File: src/rtl/isa_bus_arbiter.sv
// isa_bus_arbiter: shares one ISA bus cycle engine between the HPS
// host port (req0) and the DSP DMA channel (req1), round-robin.
//
// Ports:
//   clk, reset (sync, active-low)
//   req0/1, we0/1, addr0/1, wdata0/1 : requester side
//   ack0/1, rdata, err               : completion back to the owner
//   eng_rd/wr, eng_addr, eng_wdata   : command to the cycle engine
//   eng_rdata, eng_done              : engine response
//   busy, state_debug                : status
module isa_bus_arbiter #(
    parameter int ADDR_W         = 10,
    parameter int TIMEOUT_CYCLES = 32
) (
    input  logic              clk,
    input  logic              reset,
    input  logic              req0,
    input  logic              req1,
    input  logic              we0,
    input  logic              we1,
    input  logic [ADDR_W-1:0] addr0,
    input  logic [ADDR_W-1:0] addr1,
    input  logic [7:0]        wdata0,
    input  logic [7:0]        wdata1,
    output logic              ack0,
    output logic              ack1,
    output logic [7:0]        rdata,
    output logic              err,
    output logic              eng_rd,
    output logic              eng_wr,
    output logic [ADDR_W-1:0] eng_addr,
    output logic [7:0]        eng_wdata,
    input  logic [7:0]        eng_rdata,
    input  logic              eng_done,
    output logic              busy,
    output logic [2:0]        state_debug
);

    localparam logic [2:0] S_IDLE  = 3'd0;
    localparam logic [2:0] S_ISSUE = 3'd1;
    localparam logic [2:0] S_WAIT  = 3'd2;
    localparam logic [2:0] S_RESP  = 3'd3;
    localparam logic [2:0] S_COOL  = 3'd4;

    localparam logic [7:0] TO_LAST = 8'(TIMEOUT_CYCLES - 1);

    logic [2:0]        state_q, state_d;
    logic              owner_q, owner_d;
    logic              we_q, we_d;
    logic [ADDR_W-1:0] addr_q, addr_d;
    logic [7:0]        wdata_q, wdata_d;
    logic [7:0]        cnt_q, cnt_d;
    logic              last_q, last_d;
    logic              rd_q, rd_d;
    logic              wr_q, wr_d;
    logic              ack0_q, ack0_d;
    logic              ack1_q, ack1_d;
    logic [7:0]        rdata_q, rdata_d;
    logic              err_q, err_d;
    logic              gnt;

    always_comb begin
        state_d = state_q;
        owner_d = owner_q;
        we_d    = we_q;
        addr_d  = addr_q;
        wdata_d = wdata_q;
        cnt_d   = cnt_q;
        last_d  = last_q;
        rd_d    = rd_q;
        wr_d    = wr_q;
        ack0_d  = 1'b0;
        ack1_d  = 1'b0;
        rdata_d = rdata_q;
        err_d   = err_q;
        // On a tie the requester that did not win last time goes next.
        gnt     = (req0 & req1) ? ~last_q : req1;

        case (state_q)
            S_IDLE: begin
                if (req0 | req1) begin
                    owner_d = gnt;
                    we_d    = gnt ? we1 : we0;
                    addr_d  = gnt ? addr1 : addr0;
                    wdata_d = gnt ? wdata1 : wdata0;
                    state_d = S_ISSUE;
                end
            end
            S_ISSUE: begin
                cnt_d   = 8'd0;
                wr_d    = we_q;
                rd_d    = ~we_q;
                state_d = S_WAIT;
            end
            S_WAIT: begin
                cnt_d = cnt_q + 8'd1;
                // Completion takes priority over a coincident timeout.
                if (eng_done) begin
                    rdata_d = we_q ? 8'h00 : eng_rdata;
                    err_d   = 1'b0;
                    rd_d    = 1'b0;
                    wr_d    = 1'b0;
                    ack0_d  = ~owner_q;
                    ack1_d  = owner_q;
                    state_d = S_RESP;
                end else if (cnt_q == TO_LAST) begin
                    rdata_d = 8'hFF;
                    err_d   = 1'b1;
                    rd_d    = 1'b0;
                    wr_d    = 1'b0;
                    ack0_d  = ~owner_q;
                    ack1_d  = owner_q;
                    state_d = S_RESP;
                end
            end
            S_RESP: begin
                last_d  = owner_q;
                state_d = S_COOL;
            end
            S_COOL: begin
                state_d = S_IDLE;
            end
            default: begin
                rd_d    = 1'b0;
                wr_d    = 1'b0;
                state_d = S_IDLE;
            end
        endcase
    end

    always_ff @(posedge clk) begin
        if (!reset) begin
            state_q <= S_IDLE;
            owner_q <= 1'b0;
            we_q    <= 1'b0;
            addr_q  <= '0;
            wdata_q <= 8'h00;
            cnt_q   <= 8'd0;
            last_q  <= 1'b1;
            rd_q    <= 1'b0;
            wr_q    <= 1'b0;
            ack0_q  <= 1'b0;
            ack1_q  <= 1'b0;
            rdata_q <= 8'h00;
            err_q   <= 1'b0;
        end else begin
            state_q <= state_d;
            owner_q <= owner_d;
            we_q    <= we_d;
            addr_q  <= addr_d;
            wdata_q <= wdata_d;
            cnt_q   <= cnt_d;
            last_q  <= last_d;
            rd_q    <= rd_d;
            wr_q    <= wr_d;
            ack0_q  <= ack0_d;
            ack1_q  <= ack1_d;
            rdata_q <= rdata_d;
            err_q   <= err_d;
        end
    end

    assign ack0        = ack0_q;
    assign ack1        = ack1_q;
    assign rdata       = rdata_q;
    assign err         = err_q;
    assign eng_rd      = rd_q;
    assign eng_wr      = wr_q;
    assign eng_addr    = addr_q;
    assign eng_wdata   = wdata_q;
    assign busy        = (state_q != S_IDLE);
    assign state_debug = state_q;

endmodule
File: config.mk
export PLATFORM = sky130hd
export DESIGN_NAME = isa_bus_arbiter
export DESIGN_NICKNAME = d
export VERILOG_FILES = /design/src/rtl/isa_bus_arbiter.sv
export SDC_FILE = /design/constraint.sdc
export NUM_CORES = 1
export LEC_CHECK = 0
export CORE_ASPECT_RATIO = 1.1
export CORE_MARGIN = 2
export CORE_UTILIZATION = 39
export DETAILED_ROUTE_END_ITERATION = 6
export PLACE_DENSITY_LB_ADDON = 0.25
export SETUP_SLACK_MARGIN = 0.15
export SLEW_MARGIN = 20
export SYNTH_ARGS = -nofsm -noshare
export SYNTH_HDL_FRONTEND = slang
export SYNTH_SLANG_ARGS = --single-unit
File: constraint.sdc
create_clock -name clk -period 1.5 [get_ports clk]
set_clock_uncertainty 0.15 [all_clocks]
set_input_delay 0.3 -clock clk [delete_from_list [all_inputs] [get_ports clk]]
set_output_delay 0.3 -clock clk [all_outputs]
set_load 0.03 [all_outputs]
==> results of run 1 <==
==> worst max-delay path: cells and delay by family (launching register included) <==
family,cells,cell delay (ns)
AND/OR/NAND/NOR,2,0.75
multiplexers,1,0.12
flip-flops,1,0.36
buffers and inverters,1,0.12
==> layout by cell type (no fill, tap or decap), types with 11 or more instances in the layout <==
| cell type | n |
|---|---|
| clkdlybuf4s50_1 | 48 |
| dfxtp_1 | 37 |
| buf_4 | 29 |
| buf_6 | 26 |
| a211oi_2 | 25 |
| mux2i_1 | 23 |
| a21oi_1 | 22 |
| buf_2 | 20 |
| a21oi_2 | 11 |
==> path summary, 6_finish.rpt <==
kind	startpoint	to	slack [ns]	depth (start not counted)
worst min register to register	rdata[0]	rdata[0]	0.32	2
worst max-delay path	state_debug[2]	cnt_q[5]	-0.12	4
worst max register to register	state_debug[2]	cnt_q[5]	-0.12	4
worst min-delay path	rdata[0]	rdata[0]	0.32	2
==> power breakdown <==
part           internal, uW  leakage [uW]  switching [uW]
combinational          1350       0.00121            1450
sequential             1420      0.000373             176
clock                   366     0.0000443             388
total                  3130       0.00163            2010
==> cell type report <==
cell class	count	area share (%)
multi-input cells	161	37.6
repair buffers	140	33.6
inverters	11	1.07
well taps	75	2.36
flip-flops and latches	45	23.2
clock buffers	7	2.17
==> what timing repair did <==
| item | CTS | global route |
|---|---|---|
| gates resized for setup | 226 | 32 |
| gates cloned | 6 | 0 |
| pin swaps | 31 | 18 |
| setup buffers | 10 | 9 |
| endpoints found under the setup margin | 70 | 52 |
| hold buffers | 0 | 0 |
| hold endpoints to repair | 0 | 0 |
==> sequential cells by signal (all words and copies together) (netlist names) <==
signal and flops:
eng_rd 1, ack1 1, we_q 1, last_q 1, eng_wr 1, cnt_q 8
owner_q 1, err 1, rdata 8, eng_addr 10, eng_wdata 8, ack0 1
state_debug 3
==> routing by layer <==
metal	routed length [um]	share of wire, %	vias up
li1	-	-	1122
met1	2870	40	1122
met2	3710	52	83
met3	383	5.4	17
met4	161	2.3	0
met5	0	0	-
==> metrics by stage <==
step / TNS, ns / setup WS, ns / hold slack [ns] / util (%) / power, uW
after detailed placement: -8.51 / -0.386 / 0.313 / 62.8 / 3610
final: -1.03 / -0.124 / 0.324 / 74.3 / 5140
after global routing: -2.58 / -0.171 / 0.343 / 74.3 / 5410
after global placement: -7.34 / -0.278 / 0.305 / 62.8 / 3580
after floorplan: 0 / 0.00367 / 0.280 / - / 2770
after CTS: -0.589 / -0.110 / 0.323 / 70.8 / 4910
==> cells by family after synthesis <==
logic type	Yosys count	share of synthesized area [%]
DFF	45	41.7
AOI/OAI and AO/OA	85	24.8
adders and majority gates	1	0.580
xor gates and xnor gates	1	0.406
buffers and inverters	30	5.97
muxes	25	11.7
and+or+nand+nor	49	14.9
==> impl_metrics.env, run 1 <==
export IMPL_status="complete, but fails checks"
export IMPL_violations="setup timing"
export IMPL_dpl_hpwl_um=4320
export IMPL_vias=2344
export IMPL_fillers=365
export IMPL_clockBufferDepth=2
export IMPL_ys_types=46
export IMPL_final_layout_size_suffix_gt1_share_pct=47.0
export IMPL_drv_slew=0
export IMPL_path_class="register to register"
export IMPL_die_x_um=74.9
export IMPL_grt_busiest_layer="met2"
export IMPL_grt_overflow_total=0
export IMPL_floorplan_initialDensity_pct=40.3
export IMPL_worstHoldPathType="register to register"
export IMPL_arrival_ns=1.66
export IMPL_cp_max_fo=4
export IMPL_grt_setup_unrepaired="yes"
export IMPL_io_buffers=85
export IMPL_clockRootBuffer="clkbuf_8"
export IMPL_synth_avg_cell_area_um2=9.15
export IMPL_ir_drop_mv=0.707
export IMPL_cp_slowest_cell="or3b_4"
export IMPL_synth_seq_cells=45
export IMPL_dp_cells=407
export IMPL_synth_flop_cell="dfxtp_1"
export IMPL_dr_pass1_iters=4
export IMPL_cp_start_kind="register"
export IMPL_synth_seq_area_share_pct=41.7
export IMPL_tritoncts_num_buffers=5
export IMPL_power_density_nw_per_um2=1290
export IMPL_regArea_um2=923
export IMPL_syn_nets=288
export IMPL_gp_congestion=0.784
export IMPL_yosysMostFrequentCell="dfxtp_1"
export IMPL_rows=28
export IMPL_setup_viol_count_final=32
export IMPL_post_route_min_period_ns=1.62
export IMPL_slew_headroom_pct=68.6
export IMPL_postRouteAntennaNets=0
export IMPL_antenna_cells=0
export IMPL_worst_slew_pin_transition_ns=0.470
export IMPL_cts_tree="built"
export IMPL_grt_pass1_wl_um=11500
export IMPL_p_leak_uw=0.00163
export IMPL_syn2layout_area_growth_pct=84.5
export IMPL_drc_errors=0
export IMPL_met2_usage_pct=40.3
export IMPL_critPathMaxStageDelay_ns=0.41
export IMPL_grt_pass1_vias=2474
export IMPL_fin_crit_sh_pct=108
export IMPL_ios=86
export IMPL_crit_path_end_kind="register"
export IMPL_antenna_found_initial=0
export IMPL_finalWirelength_um=7130
export IMPL_nNetsFinal=416
export IMPL_final_cells=439
export IMPL_synthTopCellsByCount="45 x dfxtp_1, 35 x a21oi_1, 27 x a211oi_1"
export IMPL_async_reset_ff_share_pct=0
export IMPL_grt_use_met1_pct=28.8
export IMPL_die_y_um=82.0
export IMPL_netlist_area_um2=2160
export IMPL_crit_path_cell_trace="buf_6 > or3b_4 > or3_4 > mux2i_1"
export IMPL_clkLatencyLatePin_ns=0.29
export IMPL_met3_usage_pct=6.87
export IMPL_stdcell_area_um2=3980
export IMPL_synth_top_area_cell="dfxtp_1"
export IMPL_ctsHtreeMaxLevel=2
export IMPL_hold_viol=0
export IMPL_worstPathRequired_ns=1.53
export IMPL_placement_cell_area_um2=3360
export IMPL_grt_use_total_pct=24.0
export IMPL_grt_max_degree=27
export IMPL_ys_top_cells_by_area="dfxtp_1 42%, mux2i_1 11%, a211oi_1 9.4%"
export IMPL_cts_sinks=45
export IMPL_clk_pin_slew_ns=0.08
export IMPL_post_drt_wl_per_cell_um=16.2
export IMPL_max_freq_mhz=616
export IMPL_yosys_warnings=0
export IMPL_multi_input_comb_area_um2=1500
export IMPL_drt_iter0_drc=102
export IMPL_via_per_inst=5.34
export IMPL_core_area_um2=5360
export IMPL_cap_violations=0
export IMPL_die_area_um2=6150
export IMPL_yosysTopAreaCellShare_pct=41.7
export IMPL_netlist_instances=236
export IMPL_synth_edff_count=0
export IMPL_layout_setup_ws_ns=-0.124
Power figures use the tool's default switching activity.
==> inputs of run 2 (changes only) <==
CORE_UTILIZATION = 55   (was 39)
CTS_BUF_LIST = sky130_fd_sc_hd__clkbuf_8   (was unset)
DONT_BUFFER_PORTS = 1   (was unset)
SLEW_MARGIN = 10   (was 20)
==> impl_metrics.env, run 2 (synthesis gave the netlist of run 1 again) <==
export IMPL_p_sw_uw=1930
export IMPL_core_area_um2=3710
export IMPL_post_route_min_period_ns=1.63
export IMPL_syn2layout_area_growth_pct=43.0
export IMPL_power_frac_seq_pct=40.7
export IMPL_p_int_uw=2780
export IMPL_antenna_cells=0
export IMPL_grt_setup_unrepaired="yes"
export IMPL_cap_violations=0
export IMPL_largest_reg_flops=10
export IMPL_floorplan_initialDensity_pct=58.1
export IMPL_grt_max_degree=21
export IMPL_crit_path_cell_trace="nor3_4 > buf_6 > buf_4 > buf_8 > clkbuf_16 > a21oi_2 > a211oi_1"
export IMPL_ir_drop_mv=1.10
export IMPL_clk_pin_slew_ns=0.08
export IMPL_finalWirelength_um=6470
export IMPL_final_layout_size_suffix_gt1_share_pct=45.6
export IMPL_setup_viol_count_final=27
export IMPL_cp_slowest_cell="dfxtp_4"
export IMPL_rows=23
export IMPL_grt_use_total_pct=23.6
export IMPL_power_density_nw_per_um2=1520
export IMPL_layout_cells_most_common="dfxtp_1"
export IMPL_clockPowerShare_pct=15.3
export IMPL_nNetsFinal=321
export IMPL_grt_pass1_vias=1846
export IMPL_vias=2013
export IMPL_power_frac_comb_pct=44.0
export IMPL_crit_path_end_kind="register"
export IMPL_grt_pass1_wl_um=8370
export IMPL_worstPathRequired_ns=1.56
export IMPL_hold_ws_ns=0.00547
export IMPL_max_freq_mhz=614
export IMPL_post_drt_wl_per_cell_um=20.2
export IMPL_critPathMaxStageDelay_ns=0.37
export IMPL_final_cells=320
export IMPL_drv_slew=0
export IMPL_drc_errors=0
export IMPL_final_cell_mix="38 x dfxtp_1, 24 x mux2i_1, 22 x buf_4"
export IMPL_grt_overflow_total=0
export IMPL_arrival_ns=1.68
export IMPL_clockBufferDepth=2
export IMPL_ios=86
export IMPL_hold_viol=0
export IMPL_die_area_um2=4440
export IMPL_cp_start_kind="register"
export IMPL_fin_crit_sh_pct=108
export IMPL_power_total_uw=4700
export IMPL_layout_setup_ws_ns=-0.127
export IMPL_path_class="register to register"
export IMPL_clockRootBuffer="clkbuf_8"
export IMPL_antenna_found_initial=0
export IMPL_die_x_um=63.7
export IMPL_worst_slew_pin_transition_ns=0.453
export IMPL_io_buffers=0
export IMPL_via_per_inst=6.29
export IMPL_p_sw_share_pct=41.0
export IMPL_die_y_um=69.7
export IMPL_clkLatencyLatePin_ns=0.30
export IMPL_tritoncts_num_buffers=5
export IMPL_violations="setup timing"
export IMPL_worstHoldPathType="primary input to register"
export IMPL_cp_max_fo=8
export IMPL_worst_path_buf_inv=4
export IMPL_pre_cts_ws_ns=-0.0585
export IMPL_cts_sinks=45
export IMPL_postRouteAntennaNets=0
export IMPL_dr_pass1_iters=4
export IMPL_gp_congestion=0.867
export IMPL_cts_tree="built"
export IMPL_drt_iter0_drc=103
export IMPL_ctsHtreeMaxLevel=2
export IMPL_dpl_hpwl_um=3620
export IMPL_status="complete, but fails checks"
export IMPL_p_leak_uw=0.00119
export IMPL_dp_cells=292
export IMPL_critPathTopFamily="buffers and inverters"
export IMPL_slew_headroom_pct=69.7
run 2: changes by cell type in the layout (fill, tap and decap cells not counted), moves of 7 or more:
cell             delta
a21oi_2             +7
a211oi_1            +9
a21oi_1             -9
buf_2              -19
a211oi_2            -8
buf_6              -14
buf_4               -7
clkdlybuf4s50_1    -48
run 2: area by class of cell:
cell class                      instances  area, um^2
Inverter                               11        41.3
Sequential cell                        45         922
Clock inverter                          3        13.8
Fill cell                             200         627
Tap cell                               50        62.6
Timing Repair Buffer                   44         473
Clock buffer                            5        68.8
Multi-Input combinational cell        162        1500
run 2: power groups by stage:
stage               Clock (uW)  Combinational (uW)  Sequential, uW
floorplan                    0                 844            1930
global placement             0                1200            1880
detailed placement           0                1250            1890
CTS                        722                1500            1870
global route               783                2190            1940
finish                     721                2070            1910
run 2: metal layers:
layer / share of wire (%) / wire (um) / GRT usage (%) / up-vias
met5: 0 / 0 / 0 / -
met4: 2.2 / 144 / 8.21 / 0
met3: 6.0 / 388 / 8.12 / 16
met2: 53 / 3420 / 40.4 / 79
met1: 39 / 2520 / 27.1 / 974
li1: - / - / - / 944
run 2: through the flow:
stage	area (um^2)	util (%)	setup TNS [ns]
floorplan	2240	-	0
global placement	2410	65.0	-0.0105
detailed placement	2410	65.0	-0.429
CTS	2700	72.6	-0.234
global route	3090	83.1	-3.17
finish	3090	83.1	-1.35
run 2: worst paths after layout:
check | slack [ns] | from | cells past startpoint | end
setup / recovery | -0.13 | state_debug[2] | 7 | eng_wdata[6]
hold / removal | 0.005 | reset | 2 | ack0
setup reg to reg | -0.13 | state_debug[2] | 7 | eng_wdata[6]
hold reg to reg | 0.37 | owner_q | 1 | ack0
run 2: what timing repair did:
action,CTS,global route
cloned,2,2
pin swaps,11,37
hold buffers,1,1
hold endpoints to repair,4,8
buffers inserted,6,8
resized for setup,24,73
endpoints found under the setup margin,41,47
==> inputs of run 3 (changes only) <==
CAP_MARGIN = 15   (was unset)
CORE_UTILIZATION = 40   (was 55)
DONT_BUFFER_PORTS = unset   (was 1)
SKIP_CTS_REPAIR_TIMING = 1   (was unset)
==> impl_metrics.env, run 3 (synthesis gave the netlist of run 1 again) <==
export IMPL_status="complete, but fails checks"
export IMPL_violations="setup timing"
export IMPL_clockRootBuffer="clkbuf_8"
export IMPL_die_area_um2=6000
export IMPL_layout_setup_ws_ns=-0.137
export IMPL_nNetsFinal=411
export IMPL_antenna_found_initial=0
export IMPL_power_density_nw_per_um2=1340
export IMPL_worstPathRequired_ns=1.54
export IMPL_clockBufferDepth=2
export IMPL_grt_setup_unrepaired="yes"
export IMPL_floorplan_initialDensity_pct=40.8
export IMPL_arrival_ns=1.68
export IMPL_clockPowerShare_pct=14.7
export IMPL_p_sw_share_pct=38.9
export IMPL_ctsHtreeMaxLevel=2
export IMPL_grt_pass1_vias=2093
export IMPL_dr_pass1_iters=4
export IMPL_die_x_um=74.0
export IMPL_max_freq_mhz=611
export IMPL_hold_viol=0
export IMPL_cts_tree="built"
export IMPL_syn2layout_area_growth_pct=84.2
export IMPL_core_area_um2=5290
export IMPL_via_per_inst=5.34
export IMPL_tritoncts_num_buffers=5
export IMPL_drt_iter0_drc=112
export IMPL_critPathMaxStageDelay_ns=0.37
export IMPL_grt_use_total_pct=19.8
export IMPL_cp_max_fo=6
export IMPL_grt_pass1_wl_um=9360
export IMPL_cts_sinks=45
export IMPL_post_drt_wl_per_cell_um=16.5
export IMPL_crit_path_end_kind="register"
export IMPL_rows=28
export IMPL_clk_pin_slew_ns=0.08
export IMPL_power_frac_seq_pct=30.2
export IMPL_pre_cts_ws_ns=-0.330
export IMPL_drc_errors=0
export IMPL_gp_congestion=0.760
export IMPL_tns_ns=-3.04
export IMPL_slew_headroom_pct=79.7
export IMPL_p_int_uw=3240
export IMPL_crit_top_cell="buf_6"
export IMPL_path_class="register to register"
export IMPL_postRouteAntennaNets=0
export IMPL_placement_cell_area_um2=3340
export IMPL_setup_viol_count_final=38
export IMPL_vias=2325
export IMPL_power_frac_comb_pct=55.1
export IMPL_clkLatencyLatePin_ns=0.30
export IMPL_drv_slew=0
export IMPL_final_cell_mix="49 x clkdlybuf4s50_1, 39 x dfxtp_1, 38 x buf_4"
export IMPL_final_layout_size_suffix_gt1_share_pct=45.6
export IMPL_crit_path_cell_trace="buf_6 > buf_6 > nor3b_4 > buf_12 > nand4_1 > mux2i_1"
export IMPL_p_leak_uw=0.00165
export IMPL_p_sw_uw=2070
export IMPL_layout_cells_most_common="clkdlybuf4s50_1"
export IMPL_grt_overflow_total=0
export IMPL_antenna_cells=0
export IMPL_cp_slowest_cell="dfxtp_4"
export IMPL_die_y_um=81.0
export IMPL_dpl_hpwl_um=4130
export IMPL_worst_slew_pin_transition_ns=0.305
export IMPL_post_route_min_period_ns=1.64
export IMPL_ios=86
export IMPL_ir_drop_mv=0.913
export IMPL_largest_reg_flops=10
export IMPL_finalWirelength_um=7200
export IMPL_worstHoldPathType="register to register"
export IMPL_io_buffers=85
export IMPL_cap_violations=0
export IMPL_cp_start_kind="register"
export IMPL_fin_crit_sh_pct=109
export IMPL_stdcell_area_um2=3980
export IMPL_grt_max_degree=27
## run 3: cell type report
| cell class | instances | area, um^2 |
|---|---|---|
| clock inverter | 2 | 10.0 |
| clock buffer | 6 | 82.6 |
| timing repair buffer | 135 | 1340 |
| fill | 378 | 1320 |
| multi-input combinational | 161 | 1490 |
| sequential | 45 | 921 |
| inverter | 11 | 41.3 |
| tap | 75 | 93.8 |
## run 3: metal layers
layer	part of all wire, %	routed length (um)	up-vias	GRT usage (%)
met5	0	0	-	0
met4	0.79	57	0	4.73
met3	5.7	411	6	7.57
met2	54	3900	74	32.6
met1	39	2830	1124	24.5
li1	-	-	1121	-
## run 3: worst paths after layout
check                 start  cells past startpoint  slack [ns]        to
max          state_debug[0]                      6       -0.14  cnt_q[6]
min                rdata[3]                      2        0.35  rdata[3]
max reg2reg  state_debug[0]                      6       -0.14  cnt_q[6]
min reg2reg        rdata[3]                      2        0.35  rdata[3]
## run 3: power groups by stage
stage / Clock (uW) / Combinational, uW / Sequential, uW
CTS: 798 / 2030 / 1550
floorplan: 0 / 844 / 1930
detailed placement: 0 / 2020 / 1570
global route: 838 / 3090 / 1620
global placement: 0 / 2000 / 1570
finish: 781 / 2930 / 1600
## run 3: metrics by stage
| stage | cells | util (%) | hold slack (ns) | total power [uW] |
|---|---|---|---|---|
| after floorplan | 236 | - | 0.280 | 2770 |
| after global placement | 406 | 63.1 | 0.306 | 3570 |
| after detailed placement | 406 | 63.1 | 0.325 | 3590 |
| after CTS | 414 | 64.8 | 0.339 | 4380 |
| after global routing | 435 | 75.1 | 0.369 | 5550 |
| final | 435 | 75.1 | 0.346 | 5310 |
## run 3: worst max-delay path: cells and delay by family, from the launching register on
| family | cells | cell delay, ns |
|---|---|---|
| buf+inv | 3 | 0.40 |
| flops | 1 | 0.37 |
| mux | 1 | 0.15 |
| simple gates | 2 | 0.46 |
